<file path="config.mk">
export PLATFORM = sky130hd
export DESIGN_NAME = bra_his_upd
export DESIGN_NICKNAME = d
export VERILOG_FILES = /design/src/rtl/bra_his_upd.sv
export SDC_FILE = /design/constraint.sdc
export NUM_CORES = 1
export LEC_CHECK = 0
export ABC_AREA = 1
export BUFFER_PORTS_ARGS = -buffer_cell sky130_fd_sc_hd__buf_2
export CAP_MARGIN = 10
export CORE_MARGIN = 1
export CORE_UTILIZATION = 35
export DETAILED_ROUTE_END_ITERATION = 8
export SETUP_SLACK_MARGIN = 0.2
export SLEW_MARGIN = 20
export SYNTH_ARGS = -nofsm -noshare
export SYNTH_HDL_FRONTEND = slang
export SYNTH_SLANG_ARGS = --single-unit
</file>
<file path="constraint.sdc">
create_clock -name clk -period 2.2 [get_ports clk]
set_input_delay 0.22 -clock clk [delete_from_list [all_inputs] [get_ports clk]]
set_output_delay 0.22 -clock clk [all_outputs]
set_load 0.01 [all_outputs]
</file>
<file path="src/rtl/bra_his_upd.sv">
// Write-side controller for the branch history table and its pattern history counters.
// Define BRA_GSHARE_EN to index the PHT with history XOR branch address (gshare).
module bra_his_upd #(
    parameter int ADDR_W     = 8,
    parameter int HIST_W     = 10,
    parameter int FIFO_DEPTH = 4
) (
    input  logic              clk,
    input  logic              reset,
    input  logic              res_valid,
    output logic              res_ready,
    input  logic [ADDR_W-1:0] res_addr,
    input  logic              res_taken,
    input  logic              lkp_req,
    input  logic [ADDR_W-1:0] lkp_addr,
    output logic [ADDR_W-1:0] bht_addr,
    output logic              bht_wr_en,
    output logic              bht_wr_data,
    input  logic [HIST_W-1:0] bht_rd_data,
    output logic [HIST_W-1:0] pht_addr,
    input  logic [1:0]        pht_rd_data,
    output logic              pht_wr_en,
    output logic [1:0]        pht_wr_data,
    output logic              busy
);

    localparam int PTR_W = (FIFO_DEPTH > 1) ? $clog2(FIFO_DEPTH) : 1;
    localparam int CNT_W = PTR_W + 1;

    // state   | meaning
    // S_IDLE  | nothing in flight, waiting for a queued entry and a free BHT port
    // S_READ  | head entry: read history and PHT counter, capture both
    // S_WRITE | head entry: shift-write history, write saturated counter, pop
    typedef enum logic [1:0] {
        S_IDLE  = 2'd0,
        S_READ  = 2'd1,
        S_WRITE = 2'd2
    } state_t;

    state_t state, state_nxt;

    logic [ADDR_W-1:0]     fifo_addr [FIFO_DEPTH];
    logic [FIFO_DEPTH-1:0] fifo_taken;
    logic [PTR_W-1:0]      wr_ptr;
    logic [PTR_W-1:0]      rd_ptr;
    logic [CNT_W-1:0]      count;

    logic full;
    logic empty;
    logic push;
    logic pop;
    logic capture;

    logic [ADDR_W-1:0] head_addr;
    logic              head_taken;
    logic [HIST_W-1:0] hist_q;
    logic [1:0]        ctr_q;
    logic [HIST_W-1:0] gs_term;

    function automatic logic [1:0] sat(input logic [1:0] c, input logic taken);
        if (taken) begin
            return (c == 2'b11) ? c : c + 2'b01;
        end
        return (c == 2'b00) ? c : c - 2'b01;
    endfunction

    assign full       = (count == CNT_W'(FIFO_DEPTH));
    assign empty      = (count == '0);
    assign res_ready  = !full;
    assign push       = res_valid && !full;
    assign head_addr  = fifo_addr[rd_ptr];
    assign head_taken = fifo_taken[rd_ptr];
    assign busy       = !empty || (state != S_IDLE);

`ifdef BRA_GSHARE_EN
    // Zero-extend the address into the history width, or keep its low bits if wider.
    always_comb begin
        gs_term = '0;
        for (int i = 0; i < HIST_W && i < ADDR_W; i++) begin
            gs_term[i] = head_addr[i];
        end
    end
`else
    assign gs_term = '0;
`endif

    always_ff @(posedge clk or posedge reset) begin
        if (reset) begin
            wr_ptr     <= '0;
            rd_ptr     <= '0;
            count      <= '0;
            fifo_taken <= '0;
            for (int i = 0; i < FIFO_DEPTH; i++) begin
                fifo_addr[i] <= '0;
            end
        end else begin
            if (push) begin
                fifo_addr[wr_ptr]  <= res_addr;
                fifo_taken[wr_ptr] <= res_taken;
                wr_ptr             <= wr_ptr + PTR_W'(1);
            end
            if (pop) begin
                rd_ptr <= rd_ptr + PTR_W'(1);
            end
            if (push && !pop) begin
                count <= count + CNT_W'(1);
            end else if (pop && !push) begin
                count <= count - CNT_W'(1);
            end
        end
    end

    always_ff @(posedge clk or posedge reset) begin
        if (reset) begin
            state  <= S_IDLE;
            hist_q <= '0;
            ctr_q  <= '0;
        end else begin
            state <= state_nxt;
            if (capture) begin
                hist_q <= bht_rd_data;
                ctr_q  <= pht_rd_data;
            end
        end
    end

    // Lookups own the BHT port whenever they ask; the update engine simply stalls in place.
    always_comb begin
        state_nxt   = state;
        bht_addr    = lkp_req ? lkp_addr : head_addr;
        bht_wr_en   = 1'b0;
        bht_wr_data = 1'b0;
        pht_addr    = '0;
        pht_wr_en   = 1'b0;
        pht_wr_data = 2'b00;
        capture     = 1'b0;
        pop         = 1'b0;
        case (state)
            S_IDLE: begin
                if (!empty && !lkp_req) begin
                    state_nxt = S_READ;
                end
            end
            S_READ: begin
                if (!lkp_req) begin
                    pht_addr  = bht_rd_data ^ gs_term;
                    capture   = 1'b1;
                    state_nxt = S_WRITE;
                end
            end
            S_WRITE: begin
                if (!lkp_req) begin
                    bht_wr_en   = 1'b1;
                    bht_wr_data = head_taken;
                    pht_addr    = hist_q ^ gs_term;
                    pht_wr_en   = 1'b1;
                    pht_wr_data = sat(ctr_q, head_taken);
                    pop         = 1'b1;
                    // A push landing on this same edge still counts as a remaining entry.
                    state_nxt   = ((count > CNT_W'(1)) || push) ? S_READ : S_IDLE;
                end
            end
            default: begin
                state_nxt = S_IDLE;
            end
        endcase
    end

endmodule

</file>
After elaboration in Yosys (flattened, before gate mapping)
Cells that the tools add are included.
{"block": "totals", "register_bits": 57, "latch_bits": 0, "ramBits": 0, "rom_bits": 0, "input_bits": 33, "out_inout_bits": 25, "elab_cells": 88, "memories": 0}
{"block": "classes", "add_sub_neg": 6, "n_mul": 0, "div": 0, "order_cmp": 7, "eq_ne": 7, "shifts": 0, "mux": 36, "bitwise": 2, "n_reduce_logical": 19}
{"operator": "32-bit bitwise mux", "count": 1}
{"operator": "8-bit 2-to-1 mux", "count": 4}
{"operator": "10-bit 2-to-1 mux", "count": 2}
{"operator": "10-bit case mux with 2 select lines", "count": 1}
{"operator": "2-bit 2-to-1 mux", "count": 9}
{"operator": "8-bit binary-select mux with 2-bit select", "count": 1}
{"operator": "8-bit demux with 2-bit select", "count": 1}
{"operator": "1-bit 2-to-1 mux", "count": 11}
{"operator": "2-bit by 1-bit adder with 2-bit output, second input constant", "count": 3}
{"operator": "3-bit greater-or-equal comparator, second input constant", "count": 2}
{"operator": "1-bit logical AND", "count": 6}
{"operator": "2-bit by 3-bit less-than comparator with 1-bit output, second input constant", "count": 2}
{"operator": "3-bit 2-to-1 mux", "count": 2}
{"operator": "2-bit inequality test, second input constant", "count": 3}
{"operator": "2-bit NOT with 3-bit output", "count": 2}
{"operator": "2-bit case mux with 3 select lines", "count": 1}
{"operator": "1-bit zero test", "count": 5}
{"operator": "4-bit bitwise mux", "count": 1}
{"operator": "2-bit equality test, second input constant", "count": 2}
{"operator": "2-bit zero test", "count": 2}
{"operator": "2-bit nonzero test", "count": 2}
{"operator": "3-bit by 1-bit adder with 3-bit output, second input constant", "count": 1}
{"operator": "3-bit equality test, second input constant", "count": 1}
{"operator": "3-bit by 1-bit > comparator with 1-bit output, second input constant", "count": 1}
{"operator": "other kinds (10)", "count": 11}

Logic depth before layout (Yosys ltp)
Gate-level depths: netlist of run 1.
{"block": "depth", "depth_word": 8, "mapped_depth": 9, "mapped_depth_nobuf": 9}

Least setup slack after synthesis of run 1
No wires, ideal clock.
{"block": "synth_timing", "path_kind": "register to register", "start": "register count[0]", "end": "register count[2]", "arrival_ns": 1.729, "t_required_ns": 2.082, "setup_slack_ns": 0.353, "stages_incl_launch_ff": 8, "synth_period_minus_slack_ns": 1.847, "path_cell_list": "dfrtp_1 -> inv_1 -> ha_1 -> a21oi_4 -> ha_1 -> nand3b_1 -> xor2_1 -> inv_1"}
{"block": "synth_via", "elab_chain_cells": 6, "elab_cells_between_ends": 11, "classes_between": "2 x add/sub; 1 x eq/ne; 2 x mux; 6 x reduce/logical"}
{"element": "start, declared", "line_no": "46", "text": "logic [CNT_W-1:0] count;"}
{"element": "start signal, assigned", "line_no": "106", "text": "count <= count + CNT_W'(1);"}
{"element": "start signal, assigned", "line_no": "108", "text": "count <= count - CNT_W'(1);"}
{"element": "3-bit equality test *", "line_no": "67", "text": "assign full = (count == CNT_W'(FIFO_DEPTH));"}
{"element": "1-bit zero test *", "line_no": "70", "text": "assign push = res_valid && !full;"}
{"element": "1-bit logical AND *", "line_no": "70"}
{"element": "via push", "line_no": "50", "text": "logic push;"}
{"element": "1-bit zero test", "line_no": "107", "text": "end else if (pop && !push) begin"}
{"element": "1-bit logical AND", "line_no": "107"}
{"element": "2-bit nonzero test (no source line)"}
The timed path passes the listed nets; every way through them passes the cells marked *. The select of a mux whose other input is x is not followed.
A chain may end at the register's enable or synchronous reset.

Worst setup path in the final report of run 1
{"block": "layout_timing", "start": "register state[1]", "end": "output pht_addr[7]"}
{"block": "layout_via", "elab_chain_cells": 2, "elab_cells_between_ends": 3, "classes_between": "2 x eq/ne; 1 x mux"}
{"element": "start, declared", "line_no": "40", "text": "state_t state, state_nxt;"}
{"element": "start signal, assigned", "line_no": "119", "text": "state <= state_nxt;"}
{"element": "2-bit equality test / 2-bit by 1-bit equality test with 1-bit output (equally long branches)", "line_no": "138", "text": "case (state)"}
{"element": "10-bit case mux with 2 select lines *", "line_no": "138"}
{"element": "end, declared", "line_no": "20", "text": "output logic [HIST_W-1:0] pht_addr,"}
Mark *: on every way between the ends. The rest lies on a longest branch, timed or not.

==> results of run 1 <==
report_power, final:
group / leakage, uW / internal, uW / switching (uW)
Combinational: 0.00127 / 919 / 1390
Clock: 0.0000875 / 483 / 377
Sequential: 0.000709 / 1540 / 330
worst max-delay path, delay by kind of cell, from the launching register on:
kind                       cells  cell delay, ps
buffers and inverters          4             470
and+or+nand+nor                2             190
adders and majority gates      1             140
AOI/OAI and AO/OA              1             180
DFF                            1             420
registers in the layout (all words and copies together), names as in the netlist:
signal / flops
rd_ptr: 2
hist_q: 10
fifo_taken: 4
wr_ptr: 2
state: 2
ctr_q: 2
count: 3
fifo_addr: 32
per-stage QoR:
step | utilization | setup slack (ps) | cell area [um2] | std cells
2_1_floorplan | - | 352.6 | 3084 | 409
3_3_place_gp | 0.4147 | 466.7 | 3476 | 565
3_5_place_dp | 0.4147 | 397.2 | 3476 | 565
4_1_cts | 0.4386 | 213.4 | 3676 | 581
5_1_grt | 0.4447 | 147.1 | 3727 | 584
6_report | 0.4447 | 241.2 | 3727 | 584
what timing repair did:
action,CTS,global route
cloned,1,1
hold endpoints to repair,26,0
pin swaps,0,0
buffers inserted,1,2
hold buffers,1,0
resized for setup,3,11
endpoints found under the setup margin,12,18
cell type report:
| class | instances | area, um2 | area share |
|---|---|---|---|
| sequential | 57 | 1428 | 0.3830 |
| multi-input combinational | 291 | 1403 | 0.3763 |
| timing repair buffer | 70 | 405.4 | 0.1088 |
| inverter | 47 | 183.9 | 0.04935 |
| clock buffer | 13 | 168.9 | 0.04532 |
| tap | 105 | 131.4 | 0.03525 |
| timing repair inverter | 1 | 7.507 | 0.002014 |
metal layers:
metal  GRT usage  vias to the layer above  wire (um)
met5           0                        -          0
met1      0.2244                     1201       3492
li1            -                     1372          -
met4     0.06716                        0         55
met3     0.02923                        4        122
met2      0.2637                       24       3223
layout by cell type (no fill, tap or decap), types with 2 or more instances in the layout:
master / synthesis / final
a21oi_1: 12 / 11
buf_2: 6 / 57
buf_4: 2 / 9
buf_6: 4 / 2
clkbuf_8: 0 / 12
clkinv_1: 3 / 2
clkinvlp_4: 0 / 3
dfrtp_1: 57 / 56
ha_1: 13 / 13
inv_1: 44 / 41
inv_2: 0 / 2
nand2_1: 166 / 165
nand2_4: 4 / 5
nand3_1: 2 / 2
nor2_1: 44 / 43
o21ai_0: 6 / 6
o21ai_1: 27 / 27
o21ai_2: 9 / 9
xor2_1: 4 / 4
worst max path at each step:
stage / start / to / slack, ps / depth (start not counted)
CTS: state[1] / pht_addr[7] / 210 / 8
global route: state[1] / pht_addr[0] / 150 / 8
finish: state[1] / pht_addr[7] / 240 / 8
detailed placement: state[0] / pht_wr_data[0] / 400 / 7
global placement: state[0] / pht_wr_data[1] / 470 / 7
floorplan: count[0] / count[2] / 350 / 7
logic make-up after synthesis:
kind of cell | count (synthesis)
xor gates and xnor gates | 5
DFF | 57
and+or+nand+nor | 218
AOI/OAI and AO/OA | 55
buffers and inverters | 61
adders and majority gates | 13
==> metrics.txt, run 1 <==
xor-xnor portion of the synthesized cell area 0.01420; grt total ovfl 0; die area 0.009191 mm2; IO Pins 58; detailed placer's ending HPWL 4.652 mm; startpoint types flip-flop; max incr delay on CP 420 ps; R2R setup slack 520 ps; worst path required time 1980 ps; antenna viol nets, final 0; #FFs+latches synth 57; largest family of logic cells by synthesized area simple AND/OR/NAND/NOR gates; Post-Syn Area 0.003084 mm2; CTS tree built; Initial Utilization 0.3680; worst r2r path cells 7; Syn-to-layout area delta 20.85%; max_slew headroom 0.5893; worst hold path class in2reg; minimum clock period 1959 ps; fin crit share 0.8904; # port buffers 57; outcome completed; first-pass GRT wire length 11.53 mm; final setup TNS 0 ps; CTS Root Cell clkbuf_8; Num Clock Sinks 57; post-synthesis mux area share 0; sequential-to-total area share from yosys stat 0.4625; Power Density 1353 mW/mm2; Cells after Synth 409; Hold Path Sink ctr_q[0]; clock latency at the later pin of the worst-skew pair 320 ps; Iter 0 DRT Violations 97; WP data arrival 1740 ps; Vias/cell 4.454; slowest cell on the critical path dfrtp_1; CP endpoint kind output port; worst path cell trace inv_2 > ha_1 > inv_1 > nor2_4 > buf_6 > nand2_1 > a21oi_1 > buf_2; die height 95.87 um; CTS Buf Count 9; Power Total 5042 uW; VDD IR max 0.4790 mV; Worst-path clk slew 60 ps; Rows 33; # H-tree levels 3; syn_nets 455; share of layout cells above drive strength 1 0.2192; synth cell count leaders nand2_1, dfrtp_1, inv_1, nor2_1, o21ai_1; Synth top area share 0.4625; ys flop type dfrtp_1; Unique masters post-synth 21; WL/cell 11.80 um; DRC Markers 0; Simple-Gate Fraction of Synth Area 0.2779; most common cell in the netlist nand2_1; r2r endpoint count[2]; MaxCap Viol Count 0; vias in the first global route 2,497; GRT Resource Usage Total 0.1662; largest net degree at the start of global routing 32; Post-synth ARST share 1.000; fill count 876; Final Slew Violations 0; hold_sp pht_rd_data[0]; Synth area leader dfrtp_1; Adder-Cell Fraction of Synth Area 0.05274; Post-synth EDFFs 0; core area 0.008382 mm2; crit path max fanout 7; fin nets 523; RSZ-0062 raised after global routing true; Max clock buf depth 2; DR vias 2,601; Placer Congestion 0.7684; synth warn 0; skew final 5.669 ps; final wirelength 6.892 mm; initial antenna violation count 0; fmax 510.5 MHz; post-synthesis compound-gate area fraction 0.1039; Final setup viols 0; syn avg cell area 7.541 um2; top cells by area, synth dfrtp_1, nand2_1, inv_1; worst hold slack 114.0 ps; n_diodes 0; chip width 95.87 um; hold path depth 3; static leakage 0.002064 uW; r2r startpoint count[0]; final hold viol count 0; critical path class reg2out; worst-margin pin slew 615.2 ps; First-pass DRT Iterations 4
No activity file was read; power rests on OpenSTA's default activity.
==> run 2, diff against run 1 <==
--- a/config.mk
+++ b/config.mk
@@ -9,7 +9,7 @@
 export BUFFER_PORTS_ARGS = -buffer_cell sky130_fd_sc_hd__buf_2
 export CAP_MARGIN = 10
 export CORE_MARGIN = 1
-export CORE_UTILIZATION = 35
+export CORE_UTILIZATION = 30
 export DETAILED_ROUTE_END_ITERATION = 8
 export SETUP_SLACK_MARGIN = 0.2
 export SLEW_MARGIN = 20
==> run 2 against run 1 <==
Worst setup slack better by 13 ps. Fmax is 0.69% higher. Worst hold slack worse by 17 ps. First-iteration DRC count is 13% higher. Via count is 2.5% higher. Global-route usage is 3.2 points lower. Register-to-register slack worse by 40 ps. Routed wire length is 1.3% lower. Clock skew is 6.0 ps higher. Combinational power hardly changed. Die area is 16% higher. Count of clock-buffer cells in the layout is 1 lower.
==> metrics.txt, run 2 (synthesis results as in run 1) <==
outcome completed; CTS Root Cell clkbuf_8; critical path class reg2out; # port buffers 57; Worst-path clk slew 70 ps; delay-heaviest family, CP buffers and inverters; startpoint types flip-flop; fmax 514.0 MHz; RSZ-0062 raised after global routing true; Buf/Inv on CP 4; fill count 1,023; Final setup viols 0; die area 0.01069 mm2; share of layout cells above drive strength 1 0.2188; minimum clock period 1945 ps; Num Clock Sinks 57; MaxCap Viol Count 0; Initial Utilization 0.3127; max FFs per register 32; commonest cells after routing, fill and taps aside nand2_1, buf_2, dfrtp_1; CP endpoint kind output port; Vias/cell 4.347; antenna viol nets, final 0; VDD IR max 0.4516 mV; final wirelength 6.802 mm; worst hold path class in2reg; CTS Buf Count 9; worst path required time 1980 ps; WL/cell 11.10 um; First-pass DRT Iterations 4; worst path cell trace inv_1 > ha_1 > inv_1 > nor2_4 > buf_4 > nand2_1 > a21oi_1 > buf_2; core area 0.009864 mm2; static leakage 0.002071 uW; IO Pins 58; Placer Congestion 0.8066; Final Slew Violations 0; detailed placer's ending HPWL 4.716 mm; most common cell after layout, fill and taps aside nand2_1; crit path max fanout 7; worst hold slack 96.88 ps; first-pass GRT wire length 10.76 mm; Top reg by flops fifo_addr; die height 103.4 um; largest net degree at the start of global routing 35; Rows 36; vias in the first global route 2,337; CTS tree built; GRT Resource Usage Total 0.1345; Max clock buf depth 2; DRC Markers 0; top flop regs fifo_addr x32, hist_q x10, fifo_taken x4; clock latency at the later pin of the worst-skew pair 330 ps; WP data arrival 1730 ps; max_slew headroom 0.6372; n_diodes 0; Power Density 1361 mW/mm2; fin nets 522; fin crit share 0.8843; skew final 11.63 ps; worst-margin pin slew 543.5 ps; # H-tree levels 3; final hold viol count 0; DR vias 2,665; Syn-to-layout area delta 22.43%; Iter 0 DRT Violations 110; most used cell, CP inv_1; max incr delay on CP 420 ps; slowest cell on the critical path dfrtp_1; initial antenna violation count 0; grt total ovfl 0; final setup TNS 0 ps; chip width 103.4 um
run 2: area by class of cell:
class	instances	area, um2	area share
clock buffers	12	155.1	0.04109
clock inverters	3	40.04	0.01060
inverters	47	183.9	0.04871
multi-input cells	291	1401	0.3711
flip-flops and latches	57	1428	0.3781
well taps	133	166.4	0.04407
repair buffers	69	394.1	0.1044
repair inverters	1	7.507	0.001988
run 2: stage by stage:
stage / power (uW) / area [um2] / setup WS (ps) / utilization / instances
6_report: 5139 / 3776 / 254.6 / 0.3828 / 613
5_1_grt: 5650 / 3776 / 152.9 / 0.3828 / 613
4_1_cts: 5129 / 3731 / 231.3 / 0.3782 / 610
3_5_place_dp: 4120 / 3511 / 390.4 / 0.3559 / 593
3_3_place_gp: 4052 / 3511 / 473.9 / 0.3559 / 593
2_1_floorplan: 3559 / 3084 / 352.6 / - / 409
run 2: worst reg2reg max path, cell delays in order, from the launching register on:
cell      delay [ps]
dfrtp_1          430
inv_1             90
ha_1             260
a21oi_4          160
ha_1             280
nand3b_1         190
xor2_1           150
inv_1             50
run 2: final timing paths:
kind                                start  slack (ps)            end  depth (start not counted)
min reg2reg                     hist_q[8]         480      hist_q[8]                          2
min in group asynchronous           reset         480       state[1]                          3
max in group asynchronous           reset        1150  fifo_addr[14]                          4
max reg2reg                      count[0]         480       count[2]                          7
max                              state[1]         250    pht_addr[0]                          8
min                        pht_rd_data[1]         100       ctr_q[1]                          3
run 2: routing by layer:
| metal | up-vias | track usage | share of wire |
|---|---|---|---|
| li1 | 1380 | - | - |
| met1 | 1241 | 0.1706 | 0.46 |
| met2 | 40 | 0.2170 | 0.50 |
| met3 | 4 | 0.03898 | 0.030 |
| met4 | 0 | 0.05092 | 0.012 |
| met5 | - | 0 | 0 |
run 2: what timing repair did:
item / in CTS / in global routing
setup endpoints to repair: 13 / 12
pin swaps: 0 / 0
hold buffers: 1 / 0
setup buffers: 0 / 2
gates resized for setup: 4 / 7
endpoints found under the hold margin: 23 / 0
gates cloned: 1 / 1
run 2: where the power goes:
| group | switching (uW) | internal (uW) |
|---|---|---|
| combinational | 1390 | 911 |
| clock | 391 | 575 |
| sequential | 333 | 1540 |
| total | 2110 | 3030 |
==> run 3, diff against run 2 <==
--- a/config.mk
+++ b/config.mk
@@ -10,6 +10,7 @@
 export CAP_MARGIN = 10
 export CORE_MARGIN = 1
 export CORE_UTILIZATION = 30
+export CTS_BUF_LIST = sky130_fd_sc_hd__clkbuf_2
 export DETAILED_ROUTE_END_ITERATION = 8
 export SETUP_SLACK_MARGIN = 0.2
 export SLEW_MARGIN = 20
==> run 3 against run 2 <==
Die area unchanged. Sequential power about the same. Clock power down 35%. Sequential cell count unchanged. Cell area up 7.1%. Count of clock-buffer cells in the layout down 2. Total power down 0.55%. Register-to-register slack about the same. Worst setup slack worse by 140 ps.
==> metrics.txt, run 3 (synthesis results as in run 1) <==
n_diodes 0; critical path class reg2out; crit path max fanout 7; DR vias 2,797; Placer Congestion 0.8066; top flop regs fifo_addr x32, hist_q x10, fifo_taken x4; skew final 29.44 ps; Max clock buf depth 2; static leakage 0.002216 uW; initial antenna violation count 0; WL/cell 11.80 um; Switching Share 0.4383; # port buffers 57; CP endpoint kind output port; die area 0.01069 mm2; GRT Resource Usage Total 0.1457; worst-margin pin slew 541.7 ps; pre-CTS setup slack 390.4 ps; Worst-path clk slew 170 ps; Final Core Density 0.4098; Logic pwr share 0.514; antenna viol nets, final 0; Syn-to-layout area delta 31.08%; CTS tree built; detailed placer's ending HPWL 4.716 mm; final setup TNS 0 ps; final hold viol count 0; First-pass DRT Iterations 4; commonest cells after routing, fill and taps aside nand2_1, buf_2, dfrtp_1; MaxCap Viol Count 0; grt total ovfl 0; fin crit share 0.9497; die height 103.4 um; worst path required time 1980 ps; core area 0.009864 mm2; Rows 36; fmax 478.6 MHz; CTS Buf Count 9; Final setup viols 0; Num Clock Sinks 57; Iter 0 DRT Violations 99; Cell Area, Placed 0.003511 mm2; RSZ-0062 raised after global routing true; Psw 2240 uW; clock latency at the later pin of the worst-skew pair 490 ps; minimum clock period 2089 ps; startpoint types flip-flop; max_slew headroom 0.6383; WP data arrival 1870 ps; most common cell after layout, fill and taps aside nand2_1; Final Slew Violations 0; final wirelength 7.529 mm; Power Density 1264 mW/mm2; first-pass GRT wire length 11.67 mm; Vias/cell 4.384; VDD IR max 0.4825 mV; worst hold path class in2reg; clock group share of total power 0.123; max FFs per register 32; Top reg by flops fifo_addr; IO Pins 58; vias in the first global route 2,514; CTS Root Cell clkbuf_2; post-route design area 0.004043 mm2; largest net degree at the start of global routing 35; outcome completed; DRC Markers 0; fin nets 547; Sequential Power Share 0.363; share of layout cells above drive strength 1 0.2792; Initial Utilization 0.3127; # H-tree levels 3; Final Worst Setup Slack 110.8 ps; Pint 2871 uW; chip width 103.4 um
run 3: cell types whose count changed in the layout (fill, tap and decap cells not counted), moves of 9 or more:
cell / change
nand2_1: -10
clkbuf_8: -11
clkbuf_2: +10
buf_4: +10
a21oi_2: +9
dlygate4sd3_1: +12
a21oi_1: -9
run 3: power by group through the flow:
stage	Combinational, uW	Clock [uW]	Sequential [uW]
floorplan	1780	0	1780
global route	2980	694	1920
CTS	2550	649	1840
global placement	2170	0	1880
finish	2630	628	1860
detailed placement	2230	0	1890
run 3: cell type report:
type / count / area [um2]
inverter: 47 / 185.2
clock buffer: 10 / 50.05
clock inverter: 5 / 47.55
fill: 983 / 5822
sequential: 57 / 1428
timing repair buffer: 94 / 631.9
timing repair inverter: 1 / 7.507
multi-input combinational: 291 / 1526
tap: 133 / 166.4
run 3: worst paths after layout:
check,start,end,slack (ps),cells after the start
max,state[1],pht_addr[4],110,8
min,res_addr[3],fifo_addr[19],30,3
max reg2reg,count[0],count[2],470,7
min reg2reg,hist_q[8],hist_q[8],490,2
max in group asynchronous,reset,fifo_taken[2],1310,4
min in group asynchronous,reset,state[1],300,3
run 3: what timing repair did:
action | CTS | global route
buffers inserted | 11 | 4
resized for setup | 42 | 12
hold buffers | 13 | 0
pin swaps | 13 | 1
cloned | 2 | 0
endpoints found under the setup margin | 21 | 19
endpoints found under the hold margin | 35 | 0
run 3: worst max-delay path, cell delays in order (launching register included):
cell and delay, ps:
dfrtp_1 480, inv_2 110, ha_4 140, inv_4 40
nor2_4 120, buf_12 170, nand2_4 60, a21oi_2 120
buf_2 150
run 3: per-stage QoR:
stage | hold WS (ps) | instances | total power, uW
detailed placement | 310.7 | 593 | 4120
floorplan | 336.7 | 409 | 3559
global route | 29.91 | 638 | 5593
finish | 30.55 | 638 | 5110
global placement | 305.4 | 593 | 4052
CTS | 5.343 | 634 | 5036
run 3: layer usage:
layer	share of wire	up-vias	track usage
met5	0	-	0
met1	0.46	1305	0.1859
met2	0.50	47	0.2415
met3	0.024	14	0.02083
met4	0.023	0	0.07367
li1	-	1431	-
